## src/rtl/rip_const.sv

```systemverilog
// Shared core constants: lane geometry, RV32 load/store width encodings and LSU FSM states.
package rip_const;

    localparam int B_WIDTH   = 8;
    localparam int XLEN      = 32;
    localparam int NUM_LANES = XLEN / B_WIDTH;

    // Loads and stores share the low encodings, so stores reuse these values.
    typedef enum logic [2:0] {
        F3_LB  = 3'b000,
        F3_LH  = 3'b001,
        F3_LW  = 3'b010,
        F3_LBU = 3'b100,
        F3_LHU = 3'b101
    } funct3_e;

    localparam logic [2:0] F3_SB = 3'b000;
    localparam logic [2:0] F3_SH = 3'b001;
    localparam logic [2:0] F3_SW = 3'b010;

    typedef enum logic [1:0] {
        ST_IDLE = 2'd0,
        ST_READ = 2'd1,
        ST_RESP = 2'd2
    } lsu_state_e;

endpackage

```

## src/rtl/rip_lsu_align.sv

```systemverilog
// Lane steering for the LSU: store replication/byte enables, load extraction/extension, error detect.
// Latency: purely combinational.
// Backpressure: none; the caller decides when the outputs are used.
module rip_lsu_align
    import rip_const::*;
(
    input  logic             req_we,
    input  logic [2:0]       req_funct3,
    input  logic [1:0]       req_addr_lo,
    input  logic [XLEN-1:0]  req_wdata,
    output logic [XLEN-1:0]  st_din,
    output logic [NUM_LANES-1:0] st_be,
    output logic             req_err,
    input  logic [2:0]       rd_funct3,
    input  logic [1:0]       rd_addr_lo,
    input  logic [XLEN-1:0]  rd_word,
    output logic [XLEN-1:0]  ld_data
);

    logic              illegal;
    logic              misaligned;
    logic [B_WIDTH-1:0]   byte_sel;
    logic [2*B_WIDTH-1:0] half_sel;

    always_comb begin
        st_din = req_wdata;
        st_be  = '0;
        case (req_funct3)
            F3_SB: begin
                st_din = {4{req_wdata[7:0]}};
                st_be  = 4'b0001 << req_addr_lo;
            end
            F3_SH: begin
                st_din = {2{req_wdata[15:0]}};
                st_be  = 4'b0011 << req_addr_lo;
            end
            F3_SW: begin
                st_din = req_wdata;
                st_be  = 4'b1111;
            end
            default: begin
                st_din = req_wdata;
                st_be  = '0;
            end
        endcase
    end

    always_comb begin
        illegal = 1'b0;
        if (req_we) begin
            illegal = (req_funct3 > F3_SW);
        end else begin
            case (req_funct3)
                3'b011, 3'b110, 3'b111: illegal = 1'b1;
                default:                illegal = 1'b0;
            endcase
        end
    end

    // Width lives in funct3[1:0] for both loads and stores.
    assign misaligned = ((req_funct3[1:0] == 2'b01) && req_addr_lo[0]) ||
                        ((req_funct3[1:0] == 2'b10) && (req_addr_lo != 2'b00));
    assign req_err    = illegal || misaligned;

    assign byte_sel = rd_word[{rd_addr_lo, 3'b000} +: B_WIDTH];
    assign half_sel = rd_addr_lo[1] ? rd_word[31:16] : rd_word[15:0];

    always_comb begin
        ld_data = '0;
        case (rd_funct3)
            F3_LB:   ld_data = {{(XLEN-B_WIDTH){byte_sel[B_WIDTH-1]}}, byte_sel};
            F3_LBU:  ld_data = {{(XLEN-B_WIDTH){1'b0}}, byte_sel};
            F3_LH:   ld_data = {{(XLEN-2*B_WIDTH){half_sel[2*B_WIDTH-1]}}, half_sel};
            F3_LHU:  ld_data = {{(XLEN-2*B_WIDTH){1'b0}}, half_sel};
            F3_LW:   ld_data = rd_word;
            default: ld_data = '0;
        endcase
    end

endmodule

```

## src/rtl/rip_lsu_bram_master.sv

```systemverilog
// Single-outstanding load/store initiator on BRAM port 1 with valid/ready request and response.
// Latency: store/error response one cycle after accept, load response two cycles after accept.
// Backpressure: rsp_ready low parks the FSM in RESP; no new request or BRAM access until taken.
module rip_lsu_bram_master
    import rip_const::*;
#(
    parameter int ADDR_WIDTH = 10,
    parameter int DATA_WIDTH = 32
) (
    input  logic                    clk,
    input  logic                    rstn,
    input  logic                    req_valid,
    output logic                    req_ready,
    input  logic                    req_we,
    input  logic [2:0]              req_funct3,
    input  logic [ADDR_WIDTH+1:0]   req_addr,
    input  logic [DATA_WIDTH-1:0]   req_wdata,
    output logic                    rsp_valid,
    input  logic                    rsp_ready,
    output logic [DATA_WIDTH-1:0]   rsp_rdata,
    output logic                    rsp_err,
    output logic                    mem_enable,
    output logic [ADDR_WIDTH-1:0]   mem_addr,
    output logic [3:0]              mem_we,
    output logic [DATA_WIDTH-1:0]   mem_din,
    input  logic [DATA_WIDTH-1:0]   mem_dout
);

    lsu_state_e      state;
    lsu_state_e      state_nxt;
    logic            accept;
    logic            req_err;
    logic [XLEN-1:0] st_din;
    logic [3:0]      st_be;
    logic [XLEN-1:0] ld_data;
    logic [2:0]      rd_funct3;
    logic [1:0]      rd_addr_lo;

    rip_lsu_align u_align (
        .req_we      (req_we),
        .req_funct3  (req_funct3),
        .req_addr_lo (req_addr[1:0]),
        .req_wdata   (req_wdata),
        .st_din      (st_din),
        .st_be       (st_be),
        .req_err     (req_err),
        .rd_funct3   (rd_funct3),
        .rd_addr_lo  (rd_addr_lo),
        .rd_word     (mem_dout),
        .ld_data     (ld_data)
    );

    assign req_ready  = (state == ST_IDLE) && rstn;
    assign accept     = req_valid && req_ready;
    assign rsp_valid  = (state == ST_RESP);

    // BRAM is only touched in the accept cycle, and never for a faulting request.
    assign mem_enable = accept && !req_err;
    assign mem_we     = (mem_enable && req_we) ? st_be : 4'b0000;
    assign mem_addr   = req_addr[ADDR_WIDTH+1:2];
    assign mem_din    = st_din;

    always_ff @(posedge clk or negedge rstn) begin
        if (!rstn) begin
            state <= ST_IDLE;
        end else begin
            state <= state_nxt;
        end
    end

    always_comb begin
        state_nxt = state;
        case (state)
            ST_IDLE: begin
                if (accept) begin
                    state_nxt = (req_err || req_we) ? ST_RESP : ST_READ;
                end
            end
            ST_READ: state_nxt = ST_RESP;
            ST_RESP: begin
                if (rsp_ready) begin
                    state_nxt = ST_IDLE;
                end
            end
            default: state_nxt = ST_IDLE;
        endcase
    end

    always_ff @(posedge clk or negedge rstn) begin
        if (!rstn) begin
            rsp_rdata  <= '0;
            rsp_err    <= 1'b0;
            rd_funct3  <= '0;
            rd_addr_lo <= '0;
        end else if (accept) begin
            rsp_rdata  <= '0;
            rsp_err    <= req_err;
            rd_funct3  <= req_funct3;
            rd_addr_lo <= req_addr[1:0];
        end else if (state == ST_READ) begin
            rsp_rdata  <= ld_data;
        end
    end

endmodule

```

## config.mk

```make
export PLATFORM = sky130hd
export DESIGN_NAME = rip_lsu_bram_master
export DESIGN_NICKNAME = d
export VERILOG_FILES = /design/src/rtl/rip_const.sv /design/src/rtl/rip_lsu_align.sv /design/src/rtl/rip_lsu_bram_master.sv
export SDC_FILE = /design/constraint.sdc
export NUM_CORES = 1
export LEC_CHECK = 0
export BUFFER_PORTS_ARGS = -buffer_cell sky130_fd_sc_hd__buf_4
export CORE_MARGIN = 1
export CORE_UTILIZATION = 45
export CTS_BUF_LIST = sky130_fd_sc_hd__clkbuf_2
export CTS_CLUSTER_SIZE = 12
export DETAILED_ROUTE_END_ITERATION = 10
export PLACE_DENSITY = 0.83
export SYNTH_ARGS = -nofsm -noshare
export SYNTH_HDL_FRONTEND = slang
export SYNTH_SLANG_ARGS = --single-unit
export TNS_END_PERCENT = 100
```

## constraint.sdc

```tcl
create_clock -name clk -period 6.1 [get_ports clk]
set_input_delay 1.22 -clock clk [delete_from_list [all_inputs] [get_ports clk]]
set_output_delay 1.22 -clock clk [all_outputs]
set_load 0.01 [all_outputs]
```

==> impl_metrics.tcl, run 1 <==
set metrics [dict create \
    p_clk_share_pct 14.2 \
    antenna_found_initial 0 \
    path_clk_slew_ps 160 \
    avgViaCountPerCell 5.58 \
    worstHoldEndpoint "rsp_rdata[23]$_DFFE_PN0P_" \
    cpPeakStageDelay_ps 420 \
    holdPathStages 1 \
    slew_viol_final 0 \
    setup_tns_ps 0 \
    fp.dieH_um 79.9 \
    worst_clock_skew_ps 14.0 \
    slew_headroom_pct 35.6 \
    cts.repair.resized 0 \
    switching_share_pct 36.5 \
    critPathArrivalTime_ps 2630 \
    area_delta_synth_final_pct 37.2 \
    grt_pass1_wl_um 12800 \
    netlist_instances 296 \
    ioPinCount 166 \
    endpoint_kind "primary output" \
    irDropWorstVdd_mv 0.111 \
    p_sw_mw 0.276 \
    insertion_delay_ps 400 \
    cts_buffers 5 \
    rrSetupSlack_ps 3830 \
    maxCapViolCount 0 \
    cts_setup_buffers 0 \
    path_class "in2out" \
    synth_nets 380 \
    drt_iter0_drc 213 \
    p_leak_nw 2.01 \
    final_cell_mix "149 x buf_4, 40 x dfrtp_1, 37 x a21oi_1" \
    min_period_over_period_pct 63.1 \
    cts.path.max_buffers 2 \
    grt_max_degree 44 \
    start_kind "primary input" \
    drive_above_1_share_pct 46.7 \
    core_area_um2 5680 \
    hold_buffers 0 \
    grt-ovfl-total 0 \
    outcome "completed" \
    reg2regPathDepth 5 \
    hold_ws_ps 505 \
    finalInstanceArea_um2 3740 \
    async_flop_share_pct 100 \
    cts_tree "built" \
    crit_path_start "rstn" \
    p_int_mw 0.480 \
    synth_ff_type "dfrtp_1" \
    cp_max_fo 43 \
    cts-root-buf "clkbuf_2" \
    antennaDiodeCount 0 \
    start_util_pct 48.1 \
    post_drt_wl_per_cell_um 16.7 \
    hold_viol 0 \
    drc_errors 0 \
    met1_usage_pct 34.9 \
    use_met3_pct 4.80 \
    rsz0062_at_grt "false" \
    reg2reg_from "rd_addr_lo[1]$_DFFE_PN0N_" \
    yosysWarnings 0 \
    dieArea_um2 6380 \
    worst_slew_pin_slew_ps 965 \
    vias 2704 \
    hp-class "reg2reg" \
    total_power_mw 0.756 \
    ys_types 35 \
    cp_top_family "buffers and inverters" \
    seqPwrFrac_pct 43.7 \
    final_common_cell "buf_4" \
    antenna_left 0 \
    cpMostUsedCell "buf_4" \
    rows 27 \
    timing.rr.end "rsp_rdata[17]$_DFFE_PN0P_" \
    fillers 482 \
    timing.critical_path.required_ps 4880 \
    drt-pass1-iter-count 4 \
    synth_area_um2 2730 \
    place_area_um2 3710 \
    cp_num_buf_inv 3 \
    portBuffers 145 \
    synth-edff-count 0 \
    grt_pass1_vias 2646 \
    grt_use_total_pct 25.6 \
    yosysSeqAreaShare_pct 36.7 \
    p_per_area_nw_per_um2 202 \
    avgSynthCellArea_um2 9.22 \
    max_freq_mhz 260 \
    use_met2_pct 41.5 \
    cts_sinks 40 \
    power_frac_comb_pct 42.1 \
    routabilityCongestion 0.881 \
    busiest_layer "met2" \
    routed_wl_um 8120 \
    hpwl_um 6230 \
    cts_max_level 2 \
    synth.ff_latch_count 40 \
    final-setup-viol-count 0 \
    cpMaxStageDelayCell "buf_4" \
    die_w_um 79.9 \
    crit_chain "buf_4 -> nand2_1 -> nor3_1 -> buf_4 -> nand4bb_1 -> a21oi_1 -> buf_4" \
    finalCriticalPeriod_ps 3850 \
    hp-start "rsp_rdata[23]$_DFFE_PN0P_" \
    fin_nets 497 \
]
==> worst register-to-register path, delay by kind of cell (launching register included) <==
family,cells,cell delay [ps]
muxes,1,430
DFF,1,950
AOI/OAI and AO/OA,3,530
buffers and inverters,1,280
==> cell type report <==
type | instances | area [um^2] | share of cell area (%)
clock buffers | 6 | 30.0 | 0.802
multi-input cells | 214 | 1490 | 39.7
inverters | 3 | 11.3 | 0.301
flip-flops and latches | 40 | 1000 | 26.7
clock inverters | 1 | 5.00 | 0.134
repair buffers | 149 | 1120 | 29.9
well taps | 72 | 90.1 | 2.41
==> stage by stage <==
step	std cells	setup slack, ps	util (%)
finish	485	2250	66.0
global route	485	1960	66.0
CTS	485	2210	66.0
detailed placement	478	2220	65.3
global placement	478	2280	65.3
floorplan	296	2510	-
==> logic make-up after synthesis <==
kind of cell           after synthesis  share of synthesized area, %
buffers and inverters               42                          8.80
AND/OR/NAND/NOR                     69                          12.3
multiplexers                        49                          19.6
flip-flops                          40                          36.7
AO/OA/AOI/OAI                       96                          22.6
==> cell usage after synthesis, types with 4 or more instances <==
master	count	area, um^2
a21o_1	24	180
a21oi_1	37	185
a221oi_1	7	61.3
a22oi_1	9	67.6
buf_4	19	143
clkbuf_1	15	56.3
dfrtp_1	40	1000
mux2_2	32	360
mux2i_1	16	160
nand2_1	32	120
nor2_1	9	33.8
nor2b_1	7	43.8
nor3_1	8	40.0
nor3b_1	4	30.0
o21ai_0	11	55.1
==> power groups by stage <==
| stage | registers [mW] | clock network [mW] | logic, mW |
|---|---|---|---|
| after CTS | 0.329 | 0.111 | 0.315 |
| after global routing | 0.336 | 0.123 | 0.345 |
| after detailed placement | 0.334 | 0 | 0.314 |
| after floorplan | 0.316 | 0 | 0.210 |
| after global placement | 0.333 | 0 | 0.308 |
| final | 0.330 | 0.108 | 0.318 |
==> worst max path at each step <==
| stage | slack (ps) | endpoint | cells past startpoint |
|---|---|---|---|
| floorplan | 2510 | mem_we[0] | 4 |
| global placement | 2280 | mem_we[3] | 7 |
| CTS | 2210 | mem_we[1] | 7 |
| finish | 2250 | mem_we[1] | 7 |
| detailed placement | 2220 | mem_we[1] | 7 |
| global route | 1960 | mem_we[2] | 7 |
==> sequential cells by signal, indices dropped and copies added (netlist names) <==
signal      cells
rd_funct3       3
rsp_rdata      32
rd_addr_lo      2
rsp_err         1
state           2
==> metal layers <==
layer / vias to the layer above / wire length, um
met1: 1269 / 3470
met5: - / 0
met2: 126 / 3980
li1: 1288 / -
met4: 0 / 126
met3: 21 / 549
Power figures use the tool's default switching activity.
==> run 2: changes to the inputs <==
--- a/config.mk
+++ b/config.mk
@@ -5,13 +5,14 @@
 export SDC_FILE = /design/constraint.sdc
 export NUM_CORES = 1
 export LEC_CHECK = 0
+export ABC_AREA = 1
 export BUFFER_PORTS_ARGS = -buffer_cell sky130_fd_sc_hd__buf_4
 export CORE_MARGIN = 1
-export CORE_UTILIZATION = 45
+export CORE_UTILIZATION = 42
 export CTS_BUF_LIST = sky130_fd_sc_hd__clkbuf_2
 export CTS_CLUSTER_SIZE = 12
 export DETAILED_ROUTE_END_ITERATION = 10
-export PLACE_DENSITY = 0.83
+export PLACE_DENSITY = 0.79
 export SYNTH_ARGS = -nofsm -noshare
 export SYNTH_HDL_FRONTEND = slang
 export SYNTH_SLANG_ARGS = --single-unit
==> constraint.sdc (replaced) <==
create_clock -name clk -period 3.3 [get_ports clk]
set_input_delay 0.66 -clock clk [delete_from_list [all_inputs] [get_ports clk]]
set_output_delay 0.66 -clock clk [all_outputs]
set_load 0.01 [all_outputs]
==> run 2 against run 1 <==
  * Final cell count increased by 50%
  * Routed wire length is 16% higher
  * Non-clock buffer count is the same
  * Worst hold slack got worse by 190 ps
  * Utilization fell by 7.0 points
  * Critical path depth rose by 1
  * Register-to-register slack worse by 2700 ps
  * Power grew 110%
  * Flip-flop and latch count unchanged
  * Sequential share of layout area is 2.2 points lower
  * Clock skew grew 9.9 ps
  * Global-route usage fell by 0.39 points
  * Critical endpoint unchanged
==> impl_metrics.tcl, run 2 <==
set metrics [dict create \
    timing.critical_path.required_ps 2640 \
    worst_clock_skew_ps 23.9 \
    grt_max_degree 41 \
    start_kind "primary input" \
    total_power_mw 1.59 \
    yosysTopAreaCell "nand2_1" \
    synth.ff_latch_count 40 \
    largest-register "rsp_rdata" \
    portBuffers 145 \
    dieArea_um2 7600 \
    ioPinCount 166 \
    core_area_um2 6910 \
    cts_setup_buffers 0 \
    synth_ff_type "dfrtp_1" \
    async_flop_share_pct 100 \
    cts_tree "built" \
    worst_slew_pin_slew_ps 989 \
    cp_max_fo 12 \
    ys_types 23 \
    start_util_pct 44.1 \
    antenna_found_initial 0 \
    area_delta_synth_final_pct 33.5 \
    cpPeakStageDelay_ps 210 \
    netlist_instances 513 \
    cts.path.max_buffers 2 \
    synth_most_common_cell "nand2_1" \
    synth_top_area_share_pct 35.5 \
    rows 30 \
    fin_util_pct 58.9 \
    final_cell_mix "288 x nand2_1, 149 x buf_4, 47 x inv_1" \
    largestRegisters "rsp_rdata x32, rd_funct3 x3" \
    final-setup-viol-count 0 \
    cts_buffers 5 \
    synth_area_um2 3050 \
    routabilityCongestion 0.874 \
    endpoint "mem_we[1]" \
    slew_viol_final 0 \
    die_w_um 87.2 \
    drive_above_1_share_pct 28.2 \
    avgViaCountPerCell 4.98 \
    vias 3622 \
    route.met2.wl_um 4720 \
    met1Wirelength_um 3640 \
    cts.repair.resized 0 \
    rrSetupSlack_ps 1160 \
    timing.rr.end "rsp_rdata[30]$_DFFE_PN0P_" \
    setup_tns_ps 0 \
    crit_path_start "req_funct3[1]" \
    crit_chain "buf_4 -> nor2_2 -> buf_4 -> nand2_1 -> nand2_1 -> a31oi_1 -> nor2_1 -> buf_4" \
    post_drt_wl_per_cell_um 13.0 \
    yosysSeqAreaShare_pct 32.8 \
    endpoint_kind "primary output" \
    hold_ws_ps 316 \
    min_period_over_period_pct 75.5 \
    slew_headroom_pct 34.1 \
    synth-edff-count 0 \
    yosys-top-cells-count "288 x nand2_1, 47 x inv_1, 40 x dfrtp_1" \
    yosysWarnings 0 \
    grt_pass1_wl_um 15000 \
    cts_sinks 40 \
    antenna_left 0 \
    outcome "completed" \
    rsz0062_at_grt "false" \
    path_clk_slew_ps 220 \
    grt-ovfl-total 0 \
    drt_iter0_drc 221 \
    drt-pass1-iter-count 5 \
    p_per_area_nw_per_um2 390 \
    grt_use_total_pct 25.2 \
    fin_nets 714 \
    drc_errors 0 \
    top_layer_used "met4" \
    hold_viol 0 \
    avgSynthCellArea_um2 5.94 \
    hold_buffers 0 \
    maxCapViolCount 0 \
    finalCriticalPeriod_ps 2490 \
    grt_pass1_vias 3345 \
    critPathArrivalTime_ps 1830 \
    cpMostUsedCell "buf_4" \
    cpMaxStageDelayCell "nand2_1" \
    cts-root-buf "clkbuf_2" \
    antennaDiodeCount 0 \
    fp.dieH_um 87.2 \
    reg2regPathDepth 6 \
    fillers 708 \
    path_class "in2out" \
    hpwl_um 7210 \
    p_leak_nw 2.56 \
    max_freq_mhz 401 \
    reg2reg_from "rd_funct3[2]$_DFFE_PN0N_" \
    cts_max_level 2 \
    insertion_delay_ps 410 \
    irDropWorstVdd_mv 0.148 \
    synth_nets 597 \
    wl_met3_um 764 \
    largest_reg_flops 32 \
    hp-class "in2async" \
    final_common_cell "nand2_1" \
    routed_wl_um 9440 \
    synth.area.top_cells "nand2_1 35%, dfrtp_1 33%, nand3_1 5.9%, inv_1 5.8%, buf_4 4.7%" \
]
==> run 2: cell types whose count changed after synthesis, moves of 12 or more <==
cell,delta
a21o_1,-24
a21oi_1,-36
clkbuf_1,-12
inv_1,+44
mux2_2,-32
mux2i_1,-16
nand2_1,+256
nand3_1,+36
==> run 2: worst max-delay path: cells and delay by family <==
family | cells | cell delay (ps)
and+or+nand+nor | 4 | 630
buffers and inverters | 3 | 460
AOI/OAI and AO/OA | 1 | 90
==> run 2: kinds of logic after synthesis <==
group,synth area share [%]
compound gates,5.83
buf+inv,15.7
flops,32.8
simple gates,45.7
==> run 2: layout make-up <==
cell class                 count  area, um^2  share of cell area [%]
clock inverter                 2        11.3                   0.277
clock buffer                   6        30.0                   0.738
multi-input combinational    376        1570                    38.6
inverter                      58         220                    5.41
tap                           96         120                    2.95
sequential                    40        1000                    24.6
timing repair buffer         149        1120                    27.5
==> run 2: worst min path at each step <==
stage          cells after the start  slack (ps)                        end                     start
6_report                           2         320  rsp_rdata[28]$_DFFE_PN0P_                      rstn
5_1_grt                            2         340  rsp_rdata[16]$_DFFE_PN0P_                      rstn
4_1_cts                            2         330  rsp_rdata[16]$_DFFE_PN0P_                      rstn
3_5_place_dp                       2         460   rsp_rdata[1]$_DFFE_PN0P_  rsp_rdata[1]$_DFFE_PN0P_
3_3_place_gp                       2         460   rsp_rdata[1]$_DFFE_PN0P_  rsp_rdata[1]$_DFFE_PN0P_
2_1_floorplan                      0         360  rd_addr_lo[0]$_DFFE_PN0N_                      rstn
==> run 2: per-stage QoR <==
stage,cells,cell area [um^2],setup slack (ps)
floorplan,513,3050,1210
global placement,719,4030,832
detailed placement,719,4030,817
CTS,727,4070,816
global route,727,4070,662
finish,727,4070,809
==> run 2: report_power, final <==
part / internal, mW / switching, mW / total [mW]
logic: 0.303 / 0.442 / 0.745
registers: 0.542 / 0.0789 / 0.621
clock network: 0.0529 / 0.170 / 0.223
total: 0.898 / 0.691 / 1.59
==> run 2: metal layers <==
metal	GRT usage, %	up-vias
li1	-	1771
met1	27.7	1636
met2	47.5	181
met3	4.36	34
met4	10.7	0
met5	0	-
==> run 3: changes to the inputs <==
--- a/config.mk
+++ b/config.mk
@@ -8,11 +8,11 @@
 export ABC_AREA = 1
 export BUFFER_PORTS_ARGS = -buffer_cell sky130_fd_sc_hd__buf_4
 export CORE_MARGIN = 1
-export CORE_UTILIZATION = 42
+export CORE_UTILIZATION = 45
 export CTS_BUF_LIST = sky130_fd_sc_hd__clkbuf_2
 export CTS_CLUSTER_SIZE = 12
 export DETAILED_ROUTE_END_ITERATION = 10
-export PLACE_DENSITY = 0.79
+export PLACE_DENSITY = 0.81
 export SYNTH_ARGS = -nofsm -noshare
 export SYNTH_HDL_FRONTEND = slang
 export SYNTH_SLANG_ARGS = --single-unit
==> constraint.sdc (replaced) <==
create_clock -name clk -period 2.4 [get_ports clk]
set_input_delay 0.48 -clock clk [delete_from_list [all_inputs] [get_ports clk]]
set_output_delay 0.48 -clock clk [all_outputs]
set_load 0.01 [all_outputs]
==> run 3 against run 2 <==
  * The flow now finishes with violations (DRC)
  * Critical path depth down 2
  * Sequential share of layout area is 0.24 points lower
  * Utilization up 4.7 points
  * Flip-flop and latch count stayed put
  * Non-clock buffer count grew 5
  * Critical endpoint is now mem_we[3]
  * Largest cell class unchanged
  * Highest routed layer unchanged
==> impl_metrics.tcl, run 3 (synthesized netlist as in run 2, its figures left out) <==
set metrics [dict create \
    grt_pass1_wl_um 15300 \
    regArea_um2 1000 \
    hold_viol 0 \
    vias 3550 \
    violations "DRC" \
    critPathArrivalTime_ps 1620 \
    antennaDiodeCount 0 \
    insertion_delay_ps 420 \
    irDropWorstVdd_mv 0.219 \
    fillers 606 \
    grt_max_degree 41 \
    hp-class "in2async" \
    antenna_found_initial 0 \
    grt_use_total_pct 26.7 \
    endpoint_kind "primary output" \
    path_clk_slew_ps 230 \
    drive_above_1_share_pct 28.8 \
    p_int_mw 1.36 \
    cp_max_fo 4 \
    core_area_um2 6460 \
    path_class "reg2out" \
    post_drt_wl_per_cell_um 12.8 \
    routabilityCongestion 0.921 \
    cts_max_level 2 \
    post-place-ws_ps 375 \
    fp.dieH_um 84.3 \
    total_power_mw 2.30 \
    switching_share_pct 41.1 \
    area_delta_synth_final_pct 34.8 \
    antenna_left 0 \
    portBuffers 145 \
    fin_nets 719 \
    die_w_um 84.3 \
    ioPinCount 166 \
    cts.path.max_buffers 2 \
    rsz0062_at_grt "false" \
    setup_tns_ps 0 \
    largest_reg_flops 32 \
    largest-register "rsp_rdata" \
    drt-pass1-iter-count 9 \
    largestRegisters "rsp_rdata x32, rd_funct3 x3" \
    finalWorstSetupSlack_ps 300 \
    cts_setup_buffers 0 \
    slew_viol_final 0 \
    reg2regPathDepth 8 \
    slew_headroom_pct 64.9 \
    p_sw_mw 0.944 \
    grt_pass1_vias 3455 \
    p_per_area_nw_per_um2 559 \
    timing.critical_path.required_ps 1920 \
    hold_buffers 0 \
    start_util_pct 47.2 \
    final_cell_mix "288 x nand2_1, 154 x buf_4, 47 x inv_1" \
    finalCriticalPeriod_ps 2100 \
    drt_iter0_drc 250 \
    min_period_over_period_pct 87.5 \
    final-setup-viol-count 0 \
    outcome "complete, but fails checks" \
    maxCapViolCount 0 \
    cts_tree "built" \
    grt-ovfl-total 0 \
    routed_wl_um 9160 \
    power_frac_comb_pct 46.6 \
    dieArea_um2 7110 \
    p_clk_share_pct 18.0 \
    worst_slew_pin_slew_ps 525 \
    cts.repair.resized 0 \
    rows 29 \
    worst_clock_skew_ps 12.5 \
    cts_sinks 40 \
    cts-root-buf "clkbuf_2" \
    final_common_cell "nand2_1" \
    avgViaCountPerCell 4.98 \
    drc_errors 10 \
    start_kind "flop" \
    hpwl_um 7240 \
    cts_buffers 5 \
    p_leak_nw 2.59 \
    multi_input_area_um2 1570 \
    max_freq_mhz 476 \
    seqPwrFrac_pct 35.4 \
]
## run 3: final timing paths
path                                             end  slack [ps]                 startpoint
max in group asynchronous   rsp_rdata[2]$_DFFE_PN0P_        1910                       rstn
max                                        mem_we[3]         300       state[0]$_DFFE_PN0P_
min                         rsp_rdata[7]$_DFFE_PN0P_         120                       rstn
max reg2reg                rsp_rdata[10]$_DFFE_PN0P_         800  rd_addr_lo[1]$_DFFE_PN0N_
min in group clk           rd_addr_lo[0]$_DFFE_PN0N_         300                req_addr[0]
min reg2reg                 rsp_rdata[1]$_DFFE_PN0P_         500   rsp_rdata[1]$_DFFE_PN0P_
## run 3: power groups by stage
stage,registers (mW),clock network [mW],logic (mW)
finish,0.814,0.414,1.07
detailed placement,0.827,0,1.07
global placement,0.821,0,1.05
CTS,0.814,0.423,1.07
global route,0.824,0.459,1.21
floorplan,0.829,0,0.703
## run 3: layout make-up
class / instances / area share, %
clock buffers: 5 / 0.609
clock inverters: 3 / 1.03
inverters: 58 / 5.36
multi-input cells: 376 / 38.2
flip-flops and latches: 40 / 24.3
well taps: 77 / 2.34
repair buffers: 154 / 28.1
## run 3: worst max-delay path, cell delays in order, from the launching register on
cell	delay, ps
dfrtp_1	450
inv_2	50
nand2_1	60
nor3_2	150
nand4_1	210
nor2_1	160
buf_4	130
## run 3: per-stage QoR
stage               std cells  hold WS (ps)  area [um^2]  utilization (%)
detailed placement        705           465         4040             62.6
global placement          705           462         4040             62.6
global route              713           106         4110             63.7
finish                    713           122         4110             63.7
floorplan                 513           184         3050                -
CTS                       713           140         4110             63.7
## run 3: routing by layer
metal	wire (um)	up-vias	global-route usage (%)
met5	0	-	0
met4	206	0	9.87
met3	721	19	6.29
met2	4600	152	48.3
met1	3630	1603	30.5
li1	-	1776	-
